===== src/rtl/tjpu_ctrl_pkg.sv =====
// rtl/tjpu_ctrl_pkg.sv - shared state encoding and legal-range constants for the 1x1 conv controller
package tjpu_ctrl_pkg;

    // One-hot controller states
    typedef enum logic [6:0] {
        S_IDLE       = 7'b0000001,
        S_WAIT       = 7'b0000010,
        S_JUDGE_FIFO = 7'b0000100,
        S_JUDGE_OUT  = 7'b0001000,
        S_COMPUTE    = 7'b0010000,
        S_SKIP       = 7'b0100000,
        S_JUDGE_ROW  = 7'b1000000
    } state_t;

    localparam int WAIT_CYCLES_MIN = 1;
    localparam int WAIT_CYCLES_MAX = 31;
    localparam int VALID_DELAY_MIN = 1;
    localparam int VALID_DELAY_MAX = 63;
    localparam int WAIT_CNT_W      = 5;

endpackage


===== src/rtl/delay_line.sv =====
// rtl/delay_line.sv - fixed-depth register pipeline with synchronous clear; depth 0 is a wire
module delay_line #(
    parameter int W     = 1,
    parameter int DEPTH = 1
) (
    input  logic         clk,
    input  logic         clr,
    input  logic [W-1:0] d,
    output logic [W-1:0] q
);

    if (DEPTH == 0) begin : g_pass
        assign q = d;
    end else begin : g_pipe
        logic [W-1:0] stages [DEPTH];

        // Shift one stage per cycle; clear empties every stage at once
        always_ff @(posedge clk) begin
            if (clr) begin
                for (int i = 0; i < DEPTH; i++) stages[i] <= '0;
            end else begin
                stages[0] <= d;
                for (int i = 1; i < DEPTH; i++) stages[i] <= stages[i-1];
            end
        end

        assign q = stages[DEPTH-1];
    end

endmodule


===== src/rtl/conv1x1_compute_ctrl.sv =====
// rtl/conv1x1_compute_ctrl.sv - row sequencer for the 1x1 convolution datapath
module conv1x1_compute_ctrl
    import tjpu_ctrl_pkg::*;
#(
    parameter int WIDTH_FEATURE_SIZE       = 11,
    parameter int WIDTH_CHANNEL_NUM_REG    = 10,
    parameter int WIDTH_WEIGHT_ADDR        = 9,
    parameter int WIDTH_TEMP_RAM_ADDR_SIZE = 7,
    parameter int WAIT_CYCLES              = 5,
    parameter int ADDR_DELAY               = 2,
    parameter int VALID_DELAY              = 25
) (
    input  logic                                clk,
    input  logic                                rst,
    input  logic                                Start,
    input  logic                                Abort,
    input  logic                                STRIDE2,
    input  logic [WIDTH_FEATURE_SIZE-1:0]       CH_IN_TIMES,
    input  logic [WIDTH_FEATURE_SIZE-1:0]       CH_IN_TIMES_8,
    input  logic [WIDTH_FEATURE_SIZE-1:0]       CH_OUT_TIMES,
    input  logic [WIDTH_FEATURE_SIZE-1:0]       ROW_NUM,
    input  logic                                compute_fifo_ready,
    input  logic                                M_ready,
    output logic                                rd_en_fifo,
    output logic [WIDTH_WEIGHT_ADDR-1:0]        weight_addrb,
    output logic [WIDTH_TEMP_RAM_ADDR_SIZE-1:0] ram_temp_read_address,
    output logic [WIDTH_TEMP_RAM_ADDR_SIZE-1:0] ram_temp_write_address,
    output logic                                M_Valid,
    output logic                                M_Last,
    output logic                                First_Compute_Complete,
    output logic                                Compute_Complete,
    output logic                                Busy,
    output logic [WIDTH_FEATURE_SIZE-1:0]       M_Count_Fifo,
    output logic [WIDTH_FEATURE_SIZE-1:0]       S_Count_Fifo
);

    localparam int WF = WIDTH_FEATURE_SIZE;
    localparam int WC = WIDTH_CHANNEL_NUM_REG;
    localparam int WW = WIDTH_WEIGHT_ADDR;
    localparam int WT = WIDTH_TEMP_RAM_ADDR_SIZE;
    localparam int WAIT_EFF = (WAIT_CYCLES < WAIT_CYCLES_MIN) ? WAIT_CYCLES_MIN :
                              (WAIT_CYCLES > WAIT_CYCLES_MAX) ? WAIT_CYCLES_MAX : WAIT_CYCLES;
    localparam int VDLY_EFF = (VALID_DELAY < VALID_DELAY_MIN) ? VALID_DELAY_MIN :
                              (VALID_DELAY > VALID_DELAY_MAX) ? VALID_DELAY_MAX : VALID_DELAY;
    localparam logic [WF-1:0] F_ONE = 1;
    localparam logic [WF-1:0] F_TWO = 2;
    localparam logic [WC-1:0] C_ONE = 1;

    state_t                state, state_nxt;
    logic                  stride2_r;
    logic [WF-1:0]         cin_times_r, cout_times_r, row_num_r;
    logic [WC-1:0]         cin, cout;
    logic [WF-1:0]         col, row;
    logic [WAIT_CNT_W-1:0] wait_cnt;
    logic [WW-1:0]         weight_r;
    logic [WT-1:0]         rd_addr_r, wr_addr_r;
    logic                  done_r;

    logic cin_last, cout_last, col_last, col_pen, row_last, wait_done;
    logic is_compute, is_skip, last_col, tag, last_tag, first_beat;

    // Channel counters are narrower than the config fields; compare at the config width
    assign cin_last   = ({{(WF-WC){1'b0}}, cin}  + F_ONE) == cin_times_r;
    assign cout_last  = ({{(WF-WC){1'b0}}, cout} + F_ONE) == cout_times_r;
    assign col_last   = (col + F_ONE) == row_num_r;
    assign col_pen    = (col + F_TWO) == row_num_r;
    assign row_last   = (row + F_ONE) == row_num_r;
    assign wait_done  = wait_cnt == WAIT_CNT_W'(WAIT_EFF - 1);
    assign is_compute = state == S_COMPUTE;
    assign is_skip    = state == S_SKIP;

    // In stride-2 mode with an even row width the last kept column is the penultimate one
    assign last_col   = (stride2_r && !row_num_r[0]) ? col_pen : col_last;
    assign tag        = is_compute && cin_last && !(stride2_r && col[0]);
    assign last_tag   = tag && cout_last && last_col;
    assign first_beat = is_compute && (cin == '0);

    // State register
    always_ff @(posedge clk) begin
        if (rst) state <= S_IDLE;
        else     state <= state_nxt;
    end

    // Next-state decode; Abort overrides everything
    always_comb begin
        state_nxt = state;
        if (Abort) begin
            state_nxt = S_IDLE;
        end else begin
            case (state)
                S_IDLE:       if (Start) state_nxt = S_WAIT;
                S_WAIT:       if (wait_done) state_nxt = S_JUDGE_FIFO;
                S_JUDGE_FIFO: if (compute_fifo_ready) state_nxt = S_JUDGE_OUT;
                S_JUDGE_OUT: begin
                    if (stride2_r && row[0]) state_nxt = S_SKIP;
                    else if (M_ready)        state_nxt = S_COMPUTE;
                end
                S_COMPUTE:    if (col_last && cout_last && cin_last) state_nxt = S_JUDGE_ROW;
                S_SKIP:       if (col_last && cin_last) state_nxt = S_JUDGE_ROW;
                S_JUDGE_ROW:  state_nxt = row_last ? S_IDLE : S_JUDGE_FIFO;
                default:      state_nxt = S_IDLE;
            endcase
        end
    end

    // Capture configuration at Start so it is stable for the whole frame
    always_ff @(posedge clk) begin
        if (rst) begin
            stride2_r    <= 1'b0;
            cin_times_r  <= '0;
            cout_times_r <= '0;
            row_num_r    <= '0;
        end else if (state == S_IDLE && Start) begin
            stride2_r    <= STRIDE2;
            cin_times_r  <= CH_IN_TIMES;
            cout_times_r <= CH_OUT_TIMES;
            row_num_r    <= ROW_NUM;
        end
    end

    // Settle counter, re-armed by every accepted Start
    always_ff @(posedge clk) begin
        if (rst || Abort || (state == S_IDLE && Start)) wait_cnt <= '0;
        else if (state == S_WAIT && !wait_done)         wait_cnt <= wait_cnt + 1'b1;
    end

    // Nested cin/cout/col loop for COMPUTE; SKIP reuses cin/col to count pops
    always_ff @(posedge clk) begin
        if (rst || Abort || state == S_IDLE) begin
            cin  <= '0;
            cout <= '0;
            col  <= '0;
            row  <= '0;
        end else begin
            if (is_compute || is_skip) begin
                cin <= cin_last ? '0 : cin + C_ONE;
                if (cin_last) begin
                    if (is_skip) begin
                        col <= col_last ? '0 : col + F_ONE;
                    end else begin
                        cout <= cout_last ? '0 : cout + C_ONE;
                        if (cout_last) col <= col_last ? '0 : col + F_ONE;
                    end
                end
            end
            if (state == S_JUDGE_ROW) row <= row + F_ONE;
        end
    end

    // FIFO pop, RAM address generation and frame-done pulse
    always_ff @(posedge clk) begin
        if (rst || Abort) begin
            rd_en_fifo <= 1'b0;
            weight_r   <= '0;
            rd_addr_r  <= '0;
            wr_addr_r  <= '0;
            done_r     <= 1'b0;
        end else begin
            rd_en_fifo <= (is_compute && cout == '0) || is_skip;
            if (is_compute && cin == '0 && cout == '0) wr_addr_r <= '0;
            else if (rd_en_fifo)                       wr_addr_r <= wr_addr_r + WT'(1);
            else                                       wr_addr_r <= '0;
            if (is_compute) rd_addr_r <= cin_last ? '0 : rd_addr_r + WT'(1);
            else            rd_addr_r <= '0;
            if (is_compute)           weight_r <= (cin_last && cout_last) ? '0 : weight_r + WW'(1);
            else if (state == S_IDLE) weight_r <= '0;
            done_r <= (state == S_JUDGE_ROW) && row_last;
        end
    end

    // Registered words-per-row product, truncated to the field width
    always_ff @(posedge clk) begin
        if (rst) M_Count_Fifo <= '0;
        else     M_Count_Fifo <= ROW_NUM * CH_IN_TIMES_8;
    end

    assign S_Count_Fifo     = {2'b00, M_Count_Fifo[WF-1:2]};
    assign Busy             = state != S_IDLE;
    assign Compute_Complete = done_r;

    delay_line #(.W(2), .DEPTH(VDLY_EFF + 1)) u_valid_dly (
        .clk(clk), .clr(rst || Abort), .d({last_tag, tag}), .q({M_Last, M_Valid})
    );

    delay_line #(.W(1), .DEPTH(VDLY_EFF)) u_first_dly (
        .clk(clk), .clr(rst || Abort), .d(first_beat), .q(First_Compute_Complete)
    );

    delay_line #(.W(WW), .DEPTH(ADDR_DELAY)) u_weight_dly (
        .clk(clk), .clr(rst || Abort), .d(weight_r), .q(weight_addrb)
    );

    delay_line #(.W(2 * WT), .DEPTH(ADDR_DELAY)) u_temp_dly (
        .clk(clk), .clr(rst || Abort), .d({rd_addr_r, wr_addr_r}),
        .q({ram_temp_read_address, ram_temp_write_address})
    );

endmodule


===== config.mk =====
export PLATFORM = sky130hd
export DESIGN_NAME = conv1x1_compute_ctrl
export DESIGN_NICKNAME = d
export VERILOG_FILES = /design/src/rtl/tjpu_ctrl_pkg.sv /design/src/rtl/delay_line.sv /design/src/rtl/conv1x1_compute_ctrl.sv
export SDC_FILE = /design/constraint.sdc
export NUM_CORES = 1
export LEC_CHECK = 0
export ABC_AREA = 1
export ABC_CLOCK_PERIOD_IN_PS = 11200
export BUFFER_PORTS_ARGS = -buffer_cell sky130_fd_sc_hd__buf_2
export CORE_ASPECT_RATIO = 0.6
export CORE_UTILIZATION = 38
export DETAILED_ROUTE_END_ITERATION = 7
export MAX_ROUTING_LAYER = met4
export PLACE_DENSITY = 0.58
export SLEW_MARGIN = 30
export SYNTH_ARGS = -nofsm -noshare
export SYNTH_HDL_FRONTEND = slang
export SYNTH_SLANG_ARGS = --single-unit
export TNS_END_PERCENT = 10

===== constraint.sdc =====
create_clock -name clk -period 11.2 [get_ports clk]
set_input_delay 2.24 -clock clk [delete_from_list [all_inputs] [get_ports clk]]
set_output_delay 2.24 -clock clk [all_outputs]
set_load 0.005 [all_outputs]

==> flow_metrics.env <==
export IMPL_outcome="completed"
export IMPL_synth_seq_area_share_pct=39.8
export IMPL_vdd_drop_max_uv=107
export IMPL_grt_max_degree=72
export IMPL_top_layer_used="met4"
export IMPL_drt_iter0_markers=768
export IMPL_htree_num_levels=1
export IMPL_p_per_area_nw_per_um2=158
export IMPL_tightest_slew_ps=976
export IMPL_drtPass1Iterations=5
export IMPL_pre_cts_slack_ps=4830
export IMPL_crit_fanout=11
export IMPL_routedWlPerCell_um=13.4
export IMPL_synth_area_leaders="dfxtp_1 (40%), nand2_1 (10%), inv_1 (10%), nor2_1 (6.8%), fa_1 (4.8%)"
export IMPL_whs_path_depth=2
export IMPL_via_per_inst=4.65
export IMPL_io_buffer_count=99
export IMPL_wirelength_um=29400
export IMPL_maxSlewHeadroom_pct=34.7
export IMPL_worst_setup_path_start_kind="input pin"
export IMPL_grtUsageTotal_pct=18.4
export IMPL_worstRegToRegCells=13
export IMPL_path_clk_slew_ps=70
export IMPL_ant_nets=0
export IMPL_wl_met2_um=10900
export IMPL_vias=10200
export IMPL_antenna_found_initial=2
export IMPL_final_setup_viol_count=0
export IMPL_grt_pass1_vias=9370
export IMPL_clk_latency_ps=530
export IMPL_m1WireLength_um=15600
export IMPL_hp_class="flip-flop to flip-flop"
export IMPL_crit_path_end_kind="flip-flop"
export IMPL_synth_top_cell_by_area="dfxtp_1"
export IMPL_synth_area_um2=12400
export IMPL_crit_type="input pin to flip-flop"
export IMPL_post_dp_hpwl_um=22100
export IMPL_core_area_um2=31700
export IMPL_cts_tree="done"
export IMPL_synth_seq_cells=247
export IMPL_cts_resized=0
export IMPL_power_leakage_uw=0.00602
export IMPL_clock_sinks=247
export IMPL_hp_start="u_valid_dly.g_pipe.stages[0][15]$_SDFF_PP0_"
export IMPL_tns_ps=0
export IMPL_crit_start="ROW_NUM[1]"
export IMPL_die_width_um=236
export IMPL_synth_top_area_share_pct=39.8
export IMPL_drive_gt1_share_pct=10.1
export IMPL_rsz0062_at_grt="false"
export IMPL_gp_congestion=0.955
export IMPL_ys_warn_count=0
export IMPL_netlist_instances=1722
export IMPL_max_freq_mhz=172
export IMPL_cap_violations=0
export IMPL_start_util_pct=39.3
export IMPL_report_final_slew_viol_count=0
export IMPL_synth_cell_types=42
export IMPL_avgSynthCellArea_um2=7.22
export IMPL_nets=1889
export IMPL_cts_setup_buffers=0
export IMPL_worstPathRequired_ps=11620
export IMPL_fillers=3219
export IMPL_finalHoldViolCount=0
export IMPL_postCtsHoldBufs=0
export IMPL_dieArea_um2=33500
export IMPL_drc=0
export IMPL_grt_first_pass_wirelength_um=48400
export IMPL_grt_ovfl_total=0
export IMPL_cts_root_buf="clkbuf_16"
export IMPL_timing_rr_start="cin[0]$_SDFFE_PP0P_"
export IMPL_cts_buffers=24
export IMPL_setup_ws_ps=5370
export IMPL_fin_crit_ps=5830
export IMPL_die_height_um=142
export IMPL_met3WireLength_um=2410
export IMPL_fin_crit_sh_pct=52.0
export IMPL_clk_path_buf_depth=3
export IMPL_placementRows=50
export IMPL_ioPinCount=102
export IMPL_skew_ps=15.8
export IMPL_cp_arrival_ps=6250
export IMPL_area_growth_pct=11.8
## sequential cells by signal (all words and copies together), names as in the netlist, 18 cells and up
| register | flops |
|---|---|
| u_weight_dly.g_pipe.stages | 18 |
| u_temp_dly.g_pipe.stages | 28 |
| u_first_dly.g_pipe.stages | 25 |
| u_valid_dly.g_pipe.stages | 52 |
## layer usage
layer / vias up / global-route usage (%)
li1: 5323 / -
met1: 4598 / 27.9
met2: 280 / 24.3
met3: 34 / 3.82
met4: 0 / 3.75
met5: - / -
## cells in the mapped netlist, drive strengths merged
master,number
and3,2
nor3,16
nand4,36
ha,40
or2,4
conb,1
dfxtp,247
nor4b,1
clkbuf,41
a211oi,6
o21a,1
xnor2,12
fa,30
nand3,109
clkinv,1
o211ai,1
nor3b,2
xor2,43
nor4,6
buf,43
nand2,341
a21oi,82
nand3b,2
inv,337
nor2,235
o21ai,79
o21bai,4
## metrics by stage
| stage | util, % | hold slack (ps) | instances | cell area [um2] | total power, uW |
|---|---|---|---|---|---|
| after floorplan | - | 394 | 1723 | 12400 | 1230 |
| after global placement | 41.2 | 394 | 2158 | 13000 | 1330 |
| after detailed placement | 41.2 | 398 | 2158 | 13000 | 1330 |
| after CTS | 43.9 | 399 | 2200 | 13900 | 2230 |
| after global routing | 43.9 | 419 | 2202 | 13900 | 2330 |
| final | 43.9 | 392 | 2202 | 13900 | 2200 |
## cell type report
cell class                 count  area [um2]  share of cell area, %
sequential                   247        4940                   35.6
clock buffer                  29         649                   4.67
antenna                        2        5.00                 0.0360
tap                          416         520                   3.74
inverter                     338        1270                   9.16
timing repair buffer         103         526                   3.78
clock inverter                13         213                   1.53
multi-input combinational   1054        5770                   41.5
## worst max-delay path, stage by stage
cell and delay (ps):
buf_2 240, nand2_1 130, fa_1 460, fa_1 550
inv_1 60, fa_1 480, fa_1 550, inv_1 60
fa_1 440, xor2_1 170, xor2_1 180, xor2_1 180
xor2_1 200, nand2_1 90, a21oi_1 150, nor2_1 60
## final timing paths
kind / to / slack [ps]
setup reg to reg: cout[8]$_SDFFE_PP0P_ / 7600
hold reg to reg: u_valid_dly.g_pipe.stages[0][17]$_SDFF_PP0_ / 390
setup / recovery: M_Count_Fifo[10]$_SDFF_PP0_ / 5370
hold / removal: u_valid_dly.g_pipe.stages[0][17]$_SDFF_PP0_ / 390
## cell families (layout without fill, tap and decap cells)
kind of cell	count (synthesis)	after routing	synth area share [%]
other	1	4	0.0301
and+or+nand+nor	754	754	26.3
AOI/OAI and AO/OA	173	173	7.29
adders and majority gates	70	70	8.85
DFF	247	247	39.8
xor gates and xnor gates	55	55	3.87
buffers and inverters	422	483	13.9
## report_power, final
part	switching (uW)	leakage, uW	total [uW]	internal (uW)
clock network	355	0.000414	885	530
logic	238	0.00360	385	147
registers	22.0	0.00200	930	908
## placed cells by master (no fill, tap or decap), drive strengths merged
cell and count:
clkinv 5, or2 4, nor4 6, bufinv 5
dfxtp 247, nor3 16, clkinvlp 3, a21oi 82
o21a 1, conb 2, nand3b 2, clkbuf 29
nor3b 2, o21bai 4, ha 40, nor4b 1
a211oi 6, nand3 109, diode 2, buf 103
o21ai 79, inv 338, nand4 36, xnor2 12
nand2 341, o211ai 1, xor2 43, and3 2
nor2 235, fa 30
Power figures use the tool's default switching activity.
